===== config.mk =====
export PLATFORM = sky130hd
export DESIGN_NAME = fc_layer_sequencer
export DESIGN_NICKNAME = d
export VERILOG_FILES = /design/src/rtl/fc_layer_sequencer.sv
export SDC_FILE = /design/constraint.sdc
export NUM_CORES = 1
export LEC_CHECK = 0
export CAP_MARGIN = 20
export CORE_MARGIN = 5
export CORE_UTILIZATION = 40
export DETAILED_ROUTE_END_ITERATION = 8
export HOLD_SLACK_MARGIN = 0.15
export SLEW_MARGIN = 20
export SYNTH_ARGS = -nofsm -noshare
export SYNTH_HDL_FRONTEND = slang
export SYNTH_SLANG_ARGS = --single-unit

===== constraint.sdc =====
create_clock -name clk_i -period 2.14 [get_ports clk_i]
set_input_delay 0.214 -clock clk_i [delete_from_list [all_inputs] [get_ports clk_i]]
set_output_delay 0.214 -clock clk_i [all_outputs]
set_load 0.02 [all_outputs]

===== src/rtl/fc_layer_sequencer.sv =====
// Fully-connected layer sequencer: walks a descriptor table one layer at a time,
// starts the accelerator, brokers weight fetches per batch and reports completion.
// Optional watchdog on WAIT/WFETCH is compiled in with `define FC_SEQ_TIMEOUT_EN.
module fc_layer_sequencer #(
  parameter int unsigned N_LAYERS       = 4,
  parameter int unsigned TIMEOUT_CYCLES = 65535,
  parameter int unsigned SRAM_ADDR_W    = 16,
  localparam int unsigned IDX_W         = (N_LAYERS > 1) ? $clog2(N_LAYERS) : 1
) (
  input  logic                   clk_i,
  input  logic                   rst_async_n_i,
  // descriptor programming
  input  logic                   cfg_wr_en_i,
  input  logic [IDX_W-1:0]       cfg_wr_idx_i,
  input  logic                   cfg_load_from_sram_i,
  input  logic [SRAM_ADDR_W-1:0] cfg_sram_addr_i,
  input  logic [15:0]            cfg_load_len_i,
  input  logic [15:0]            cfg_calc_len_i,
  input  logic [9:0]             cfg_rd_base_i,
  input  logic [9:0]             cfg_wr_base_i,
  input  logic [2:0]             cfg_flags_i,
  input  logic [4:0]             cfg_shift_i,
  // control / status
  input  logic [2:0]             num_layers_i,
  input  logic                   run_i,
  input  logic                   abort_i,
  output logic                   busy_o,
  output logic                   done_o,
  output logic                   err_o,
  output logic [IDX_W-1:0]       layer_idx_o,
  output logic [7:0]             batch_idx_o,
  // accelerator side
  output logic                   acc_start_o,
  output logic                   acc_calc_start_o,
  output logic                   acc_weight_ack_o,
  output logic                   acc_load_from_sram_o,
  output logic [SRAM_ADDR_W-1:0] acc_load_sram_addr_o,
  output logic [31:0]            acc_load_len_o,
  output logic [31:0]            acc_calc_len_o,
  output logic                   acc_do_bias_o,
  output logic                   acc_do_relu_o,
  output logic                   acc_do_quant_o,
  output logic [4:0]             acc_quant_shift_o,
  output logic [9:0]             acc_fb_rd_base_o,
  output logic [9:0]             acc_fb_wr_base_o,
  input  logic                   acc_weight_req_i,
  input  logic                   acc_done_i,
  // weight fetch side
  output logic                   wfetch_req_o,
  output logic [IDX_W-1:0]       wfetch_layer_o,
  output logic [7:0]             wfetch_batch_o,
  input  logic                   wfetch_ack_i
);

  // num_layers_i is 3 bits wide, so a deeper table could never be fully used
  if (N_LAYERS < 1 || N_LAYERS > 7 || TIMEOUT_CYCLES < 1) begin : g_param_check
    $error("fc_layer_sequencer: unsupported N_LAYERS/TIMEOUT_CYCLES");
  end

  typedef enum logic [2:0] {
    StIdle, StIssue, StWait, StWfetch, StGrant, StNext, StFinish
  } state_e;

  typedef struct packed {
    logic                   load_from_sram;
    logic [SRAM_ADDR_W-1:0] sram_addr;
    logic [15:0]            load_len;
    logic [15:0]            calc_len;
    logic [9:0]             rd_base;
    logic [9:0]             wr_base;
    logic [2:0]             flags;     // {quant, relu, bias}
    logic [4:0]             shift;
  } desc_t;

  desc_t            table_q [N_LAYERS];
  desc_t            wr_desc;
  logic             table_we;

  state_e           state_q, state_d;
  logic [2:0]       num_layers_q, num_layers_d;
  logic [IDX_W-1:0] layer_idx_q, layer_idx_d;
  logic [7:0]       batch_idx_q, batch_idx_d;
  desc_t            acc_cfg_q, acc_cfg_d;
  logic             busy_q, busy_d;
  logic             done_q, done_d;
  logic             err_q, err_d;
  logic             acc_start_q, acc_start_d;
  logic             grant_q, grant_d;
  logic             wfetch_req_q, wfetch_req_d;
  logic             run_ok;
  logic             last_layer;

`ifdef FC_SEQ_TIMEOUT_EN
  localparam int unsigned TMO_W = $clog2(TIMEOUT_CYCLES + 1);
  logic [TMO_W-1:0] tmo_q, tmo_d;
`endif

  assign wr_desc = '{
    load_from_sram: cfg_load_from_sram_i,
    sram_addr:      cfg_sram_addr_i,
    load_len:       cfg_load_len_i,
    calc_len:       cfg_calc_len_i,
    rd_base:        cfg_rd_base_i,
    wr_base:        cfg_wr_base_i,
    flags:          cfg_flags_i,
    shift:          cfg_shift_i
  };

  // Table is only writable while idle so a running layer never sees its descriptor move
  assign table_we = cfg_wr_en_i && (state_q == StIdle) && (32'(cfg_wr_idx_i) < N_LAYERS);

  assign run_ok     = (num_layers_i != 3'd0) && (32'(num_layers_i) <= N_LAYERS);
  assign last_layer = (32'(layer_idx_q) == (32'(num_layers_q) - 32'd1));

  // Descriptor table storage, cleared by reset
  always_ff @(posedge clk_i or negedge rst_async_n_i) begin
    if (!rst_async_n_i) begin
      for (int i = 0; i < int'(N_LAYERS); i++) begin
        table_q[i] <= '0;
      end
    end else if (table_we) begin
      table_q[cfg_wr_idx_i] <= wr_desc;
    end
  end

  // Next-state, counter and registered-output logic
  always_comb begin
    state_d      = state_q;
    num_layers_d = num_layers_q;
    layer_idx_d  = layer_idx_q;
    batch_idx_d  = batch_idx_q;
    err_d        = 1'b0;

    unique case (state_q)
      StIdle: begin
        if (run_i) begin
          if (run_ok) begin
            num_layers_d = num_layers_i;
            layer_idx_d  = '0;
            batch_idx_d  = '0;
            state_d      = StIssue;
          end else begin
            err_d = 1'b1;
          end
        end
      end
      StIssue: state_d = StWait;
      StWait: begin
        // layer completion wins over a simultaneous weight request
        if (acc_done_i) begin
          state_d = last_layer ? StFinish : StNext;
        end else if (acc_weight_req_i) begin
          state_d = StWfetch;
        end
      end
      StWfetch: begin
        if (wfetch_ack_i) begin
          state_d = StGrant;
        end
      end
      StGrant: begin
        batch_idx_d = batch_idx_q + 8'd1;
        state_d     = StWait;
      end
      StNext: begin
        layer_idx_d = layer_idx_q + IDX_W'(1);
        batch_idx_d = '0;
        state_d     = StIssue;
      end
      StFinish: state_d = StIdle;
      default:  state_d = StIdle;
    endcase

`ifdef FC_SEQ_TIMEOUT_EN
    // Watchdog only fires when the state had no other event this cycle
    if ((state_q == StWait || state_q == StWfetch) && (state_d == state_q) &&
        (tmo_q == TMO_W'(TIMEOUT_CYCLES - 1))) begin
      state_d = StIdle;
      err_d   = 1'b1;
    end
`endif

    // Abort overrides everything, including a watchdog error
    if (abort_i && (state_q != StIdle)) begin
      state_d = StIdle;
      err_d   = 1'b0;
    end

`ifdef FC_SEQ_TIMEOUT_EN
    tmo_d = ((state_d == state_q) && (state_q == StWait || state_q == StWfetch)) ?
            tmo_q + TMO_W'(1) : '0;
`endif

    // Outputs are registered from the state being entered
    busy_d       = (state_d != StIdle);
    done_d       = (state_d == StFinish);
    acc_start_d  = (state_d == StIssue);
    grant_d      = (state_d == StGrant);
    wfetch_req_d = (state_d == StWfetch);
    // Capture the descriptor on entry to ISSUE and hold it through the layer
    acc_cfg_d    = ((state_d == StIssue) && (state_q != StIssue)) ? table_q[layer_idx_d]
                                                                  : acc_cfg_q;
  end

  // Sequencer state and registered outputs
  always_ff @(posedge clk_i or negedge rst_async_n_i) begin
    if (!rst_async_n_i) begin
      state_q      <= StIdle;
      num_layers_q <= '0;
      layer_idx_q  <= '0;
      batch_idx_q  <= '0;
      acc_cfg_q    <= '0;
      busy_q       <= 1'b0;
      done_q       <= 1'b0;
      err_q        <= 1'b0;
      acc_start_q  <= 1'b0;
      grant_q      <= 1'b0;
      wfetch_req_q <= 1'b0;
`ifdef FC_SEQ_TIMEOUT_EN
      tmo_q        <= '0;
`endif
    end else begin
      state_q      <= state_d;
      num_layers_q <= num_layers_d;
      layer_idx_q  <= layer_idx_d;
      batch_idx_q  <= batch_idx_d;
      acc_cfg_q    <= acc_cfg_d;
      busy_q       <= busy_d;
      done_q       <= done_d;
      err_q        <= err_d;
      acc_start_q  <= acc_start_d;
      grant_q      <= grant_d;
      wfetch_req_q <= wfetch_req_d;
`ifdef FC_SEQ_TIMEOUT_EN
      tmo_q        <= tmo_d;
`endif
    end
  end

  assign busy_o               = busy_q;
  assign done_o               = done_q;
  assign err_o                = err_q;
  assign layer_idx_o          = layer_idx_q;
  assign batch_idx_o          = batch_idx_q;

  assign acc_start_o          = acc_start_q;
  assign acc_calc_start_o     = grant_q;
  assign acc_weight_ack_o     = grant_q;
  assign acc_load_from_sram_o = acc_cfg_q.load_from_sram;
  assign acc_load_sram_addr_o = acc_cfg_q.sram_addr;
  assign acc_load_len_o       = {16'd0, acc_cfg_q.load_len};
  assign acc_calc_len_o       = {16'd0, acc_cfg_q.calc_len};
  assign acc_do_bias_o        = acc_cfg_q.flags[0];
  assign acc_do_relu_o        = acc_cfg_q.flags[1];
  assign acc_do_quant_o       = acc_cfg_q.flags[2];
  assign acc_quant_shift_o    = acc_cfg_q.shift;
  assign acc_fb_rd_base_o     = acc_cfg_q.rd_base;
  assign acc_fb_wr_base_o     = acc_cfg_q.wr_base;

  assign wfetch_req_o         = wfetch_req_q;
  assign wfetch_layer_o       = layer_idx_q;
  assign wfetch_batch_o       = batch_idx_q;

endmodule


==> metrics.cfg, run 1 <==
[place]
numPortBuffers=193
place.gp.congestion=0.753
dp.cells=2083
dpl_cell_area_sq_um=20700
hpwl_um=28600

[min_path]
hp-class=in -> async

[timing]
grt_setup_unrepaired=no
finalCritPeriodShare_pct=94.1
relSlewSlack_pct=62.0
maxSlewViolCount=0
setup_viol_count_final=0
fin_skew_ps=12.8
final_hold_viol_count=0
fmax_ghz=0.497
period_minus_slack_ps=2010
setup_tns_ps=0
worst_pin_slew_ps=570

[cells_and_area]
area_delta_synth_final_pct=24.5
finalInstanceArea_sq_um=22200
fillers=3814
nNetsFinal=1635
layoutNonFillerInstCount=2172
drive_gt1_share_pct=34.2

[synthesis]
yosysSeqAreaShare_pct=57.0
synth.avg_cell_area_sq_um=13.3
ys_types=49
synth_common_cells=407 x dfrtp_1, 388 x mux2_2, 84 x nand2_1
synth_ff_type=dfrtp_1
synth_area_leaders=dfrtp_1 57%, mux2_2 24%, o22a_1 3.7%
async_flop_share_pct=100
synth_top_area_cell=dfrtp_1
ys_ff_latch=407
synth-edff-count=0
synth_warnings=0
syn-cell-area_sq_um=17900
synth_top_area_share_pct=57.0
synthCells=1341
synth_most_common_cell=dfrtp_1

[route]
firstDrtPassIters=5
post-route-drc-count=0
num_vias=11500
viasPerCell=5.28
postRouteAntennaNets=0
routed_wl_um=45500
drtIter0Drc=578
wl_per_cell_um=21.0

[critical_path]
path_cells=clkdlybuf4s50_1
worstSetupPathType=reg -> out
worstPathRequired_ps=1930
cp-end-kind=primary output
arrival_ps=1800
cp_slowest_cell=clkdlybuf4s50_1
cp.buffers_inverters=1
crit_family=buffers and inverters
critPathLaunchType=flip-flop
crit_fanout=12
cpPeakStageDelay_ps=660

[clock_tree]
clockBufferDepth=3
clk-insertion-delay-late_ps=560
cts_root_buf=clkbuf_16
cts-buffers-inserted=46
cts_tree=built
cts.sink_count=407
clk_pin_slew_ps=60
htreeDepth=2

[global_route]
track_usage_pct=18.5
grt_busiest_layer=met2
use_met3_pct=3.18
grt_max_degree=70
grt.overflow.total=0
grt_pass1_vias=12500
use_met1_pct=24.4
antenna_found_initial=5
grt_pass1_wl_um=72700
globalRouteMet2Util_pct=31.4

[floorplan]
top_level_ports=226
chipHeight_um=221
fp.dieArea_sq_um=49000
std_cell_rows=77
chipWidth_um=221
coreArea_sq_um=44200
initial_core_util_pct=40.4

[pwr]
vdd_drop_max_uv=638
leakagePower_nw=9.42
power.density_nw_per_um2=1470

[flow_run]
maxCapViolCount=0

[outcome]
outcome=completed

[placed cells by master, fill, tap and decap left out, types with 6 or more instances in the layout]
cell,synthesis,routed
clkbuf_1,30,18
dfrtp_1,407,404
clkbuf_8,0,8
clkbuf_16,0,47
nand3_1,7,6
a21oi_1,8,8
nor2_1,15,15
o21ai_1,49,49
o22ai_1,76,76
clkdlybuf4s50_1,0,192
o21ai_0,37,37
conb_1,1,32
buf_4,51,36
buf_12,0,29
o22a_1,76,76
nand2_1,84,82
inv_1,6,6
clkinv_2,0,6
mux2_2,388,388
[through the flow]
stage	worst slack (ps)	hold WS, ps	power (mW)	util [%]
6_report	127	207	32.8	50.3
5_1_grt	31.2	262	34.8	50.3
4_1_cts	67.7	193	33.2	50.2
3_5_place_dp	20.8	221	25.5	46.9
3_3_place_gp	58.3	215	25.0	46.9
2_1_floorplan	277	-81.6	21.0	-
[logic make-up after synthesis]
family | Yosys count | share of synthesized area (%)
AO/OA/AOI/OAI | 259 | 9.67
XOR/XNOR | 6 | 0.294
adder cells (fa/ha/maj) | 2 | 0.140
buffers and inverters | 144 | 4.72
flip-flops | 407 | 57.0
multiplexers | 393 | 24.8
other | 1 | 0.0210
AND/OR/NAND/NOR | 129 | 3.30
[worst paths after layout]
path                                                  from                         endpoint  slack, ps  cells after the start
setup / recovery                  layer_idx_o[0]$_DFF_PN0_                wfetch_layer_o[0]        130                      1
hold / removal                               rst_async_n_i           table_q[6]$_DFFE_PN0P_        210                      2
setup reg to reg                      state_q[1]$_DFF_PN0_         table_q[281]$_DFFE_PN0P_        140                      6
hold reg to reg            acc_fb_wr_base_o[0]$_DFFE_PN0P_  acc_fb_wr_base_o[0]$_DFFE_PN0P_        480                      2
max in group asynchronous                    rst_async_n_i  acc_fb_wr_base_o[7]$_DFFE_PN0P_       1060                      4
min in group clk_i                                   run_i                  err_o$_DFF_PN0_        340                      3
[sequential cells by signal, indices dropped and copies added, names as in the netlist]
| register | cells |
|---|---|
| acc_load_sram_addr_o | 16 |
| wfetch_req_o | 1 |
| acc_calc_start_o | 1 |
| table_q | 308 |
| acc_start_o | 1 |
| acc_do_bias_o | 1 |
| acc_fb_rd_base_o | 10 |
| acc_load_from_sram_o | 1 |
| err_o | 1 |
| done_o | 1 |
| acc_quant_shift_o | 5 |
| acc_fb_wr_base_o | 10 |
| batch_idx_o | 8 |
| layer_idx_o | 2 |
| acc_do_relu_o | 1 |
| acc_load_len_o | 16 |
| acc_calc_len_o | 16 |
| busy_o | 1 |
| acc_do_quant_o | 1 |
| state_q | 3 |
| num_layers_q | 3 |
[timing repair]
item                                   in CTS  in global routing
pin swaps                                   0                  0
gates resized for setup                     0                  1
setup endpoints to repair                   4                 65
setup buffers                               3                  0
hold buffers                                1                  0
endpoints found under the hold margin     344                  0
[metal layers]
layer  part of all wire [%]  up-vias
li1                       -     5225
met1                     45     5954
met2                     49      233
met3                    3.8       63
met4                    2.1        4
met5                  0.046        -
[power by group]
| part | switching, mW | total, mW | internal, mW |
|---|---|---|---|
| logic | 5.16 | 11.8 | 6.67 |
| clock network | 3.04 | 7.48 | 4.45 |
| registers | 2.03 | 13.5 | 11.4 |
[area by class of cell]
type,count,area [sq um],area share [%]
Clock inverter,10,83.8,0.377
Timing Repair Buffer,261,2820,12.7
Multi-Input combinational cell,821,7000,31.5
Tap cell,592,741,3.33
Antenna cell,2,5.00,0.0225
Inverter,6,22.5,0.101
Sequential cell,407,10200,45.9
Clock buffer,73,1350,6.09
No activity file was read; power rests on OpenSTA's default activity.
==> run 2: changes to the inputs <==
--- a/config.mk
+++ b/config.mk
@@ -5,7 +5,6 @@
 export SDC_FILE = /design/constraint.sdc
 export NUM_CORES = 1
 export LEC_CHECK = 0
-export CAP_MARGIN = 20
 export CORE_MARGIN = 5
 export CORE_UTILIZATION = 40
 export DETAILED_ROUTE_END_ITERATION = 8
==> results of run 2 <==
Same layout as run 1: the final DEF is identical, and so are final timing and power.
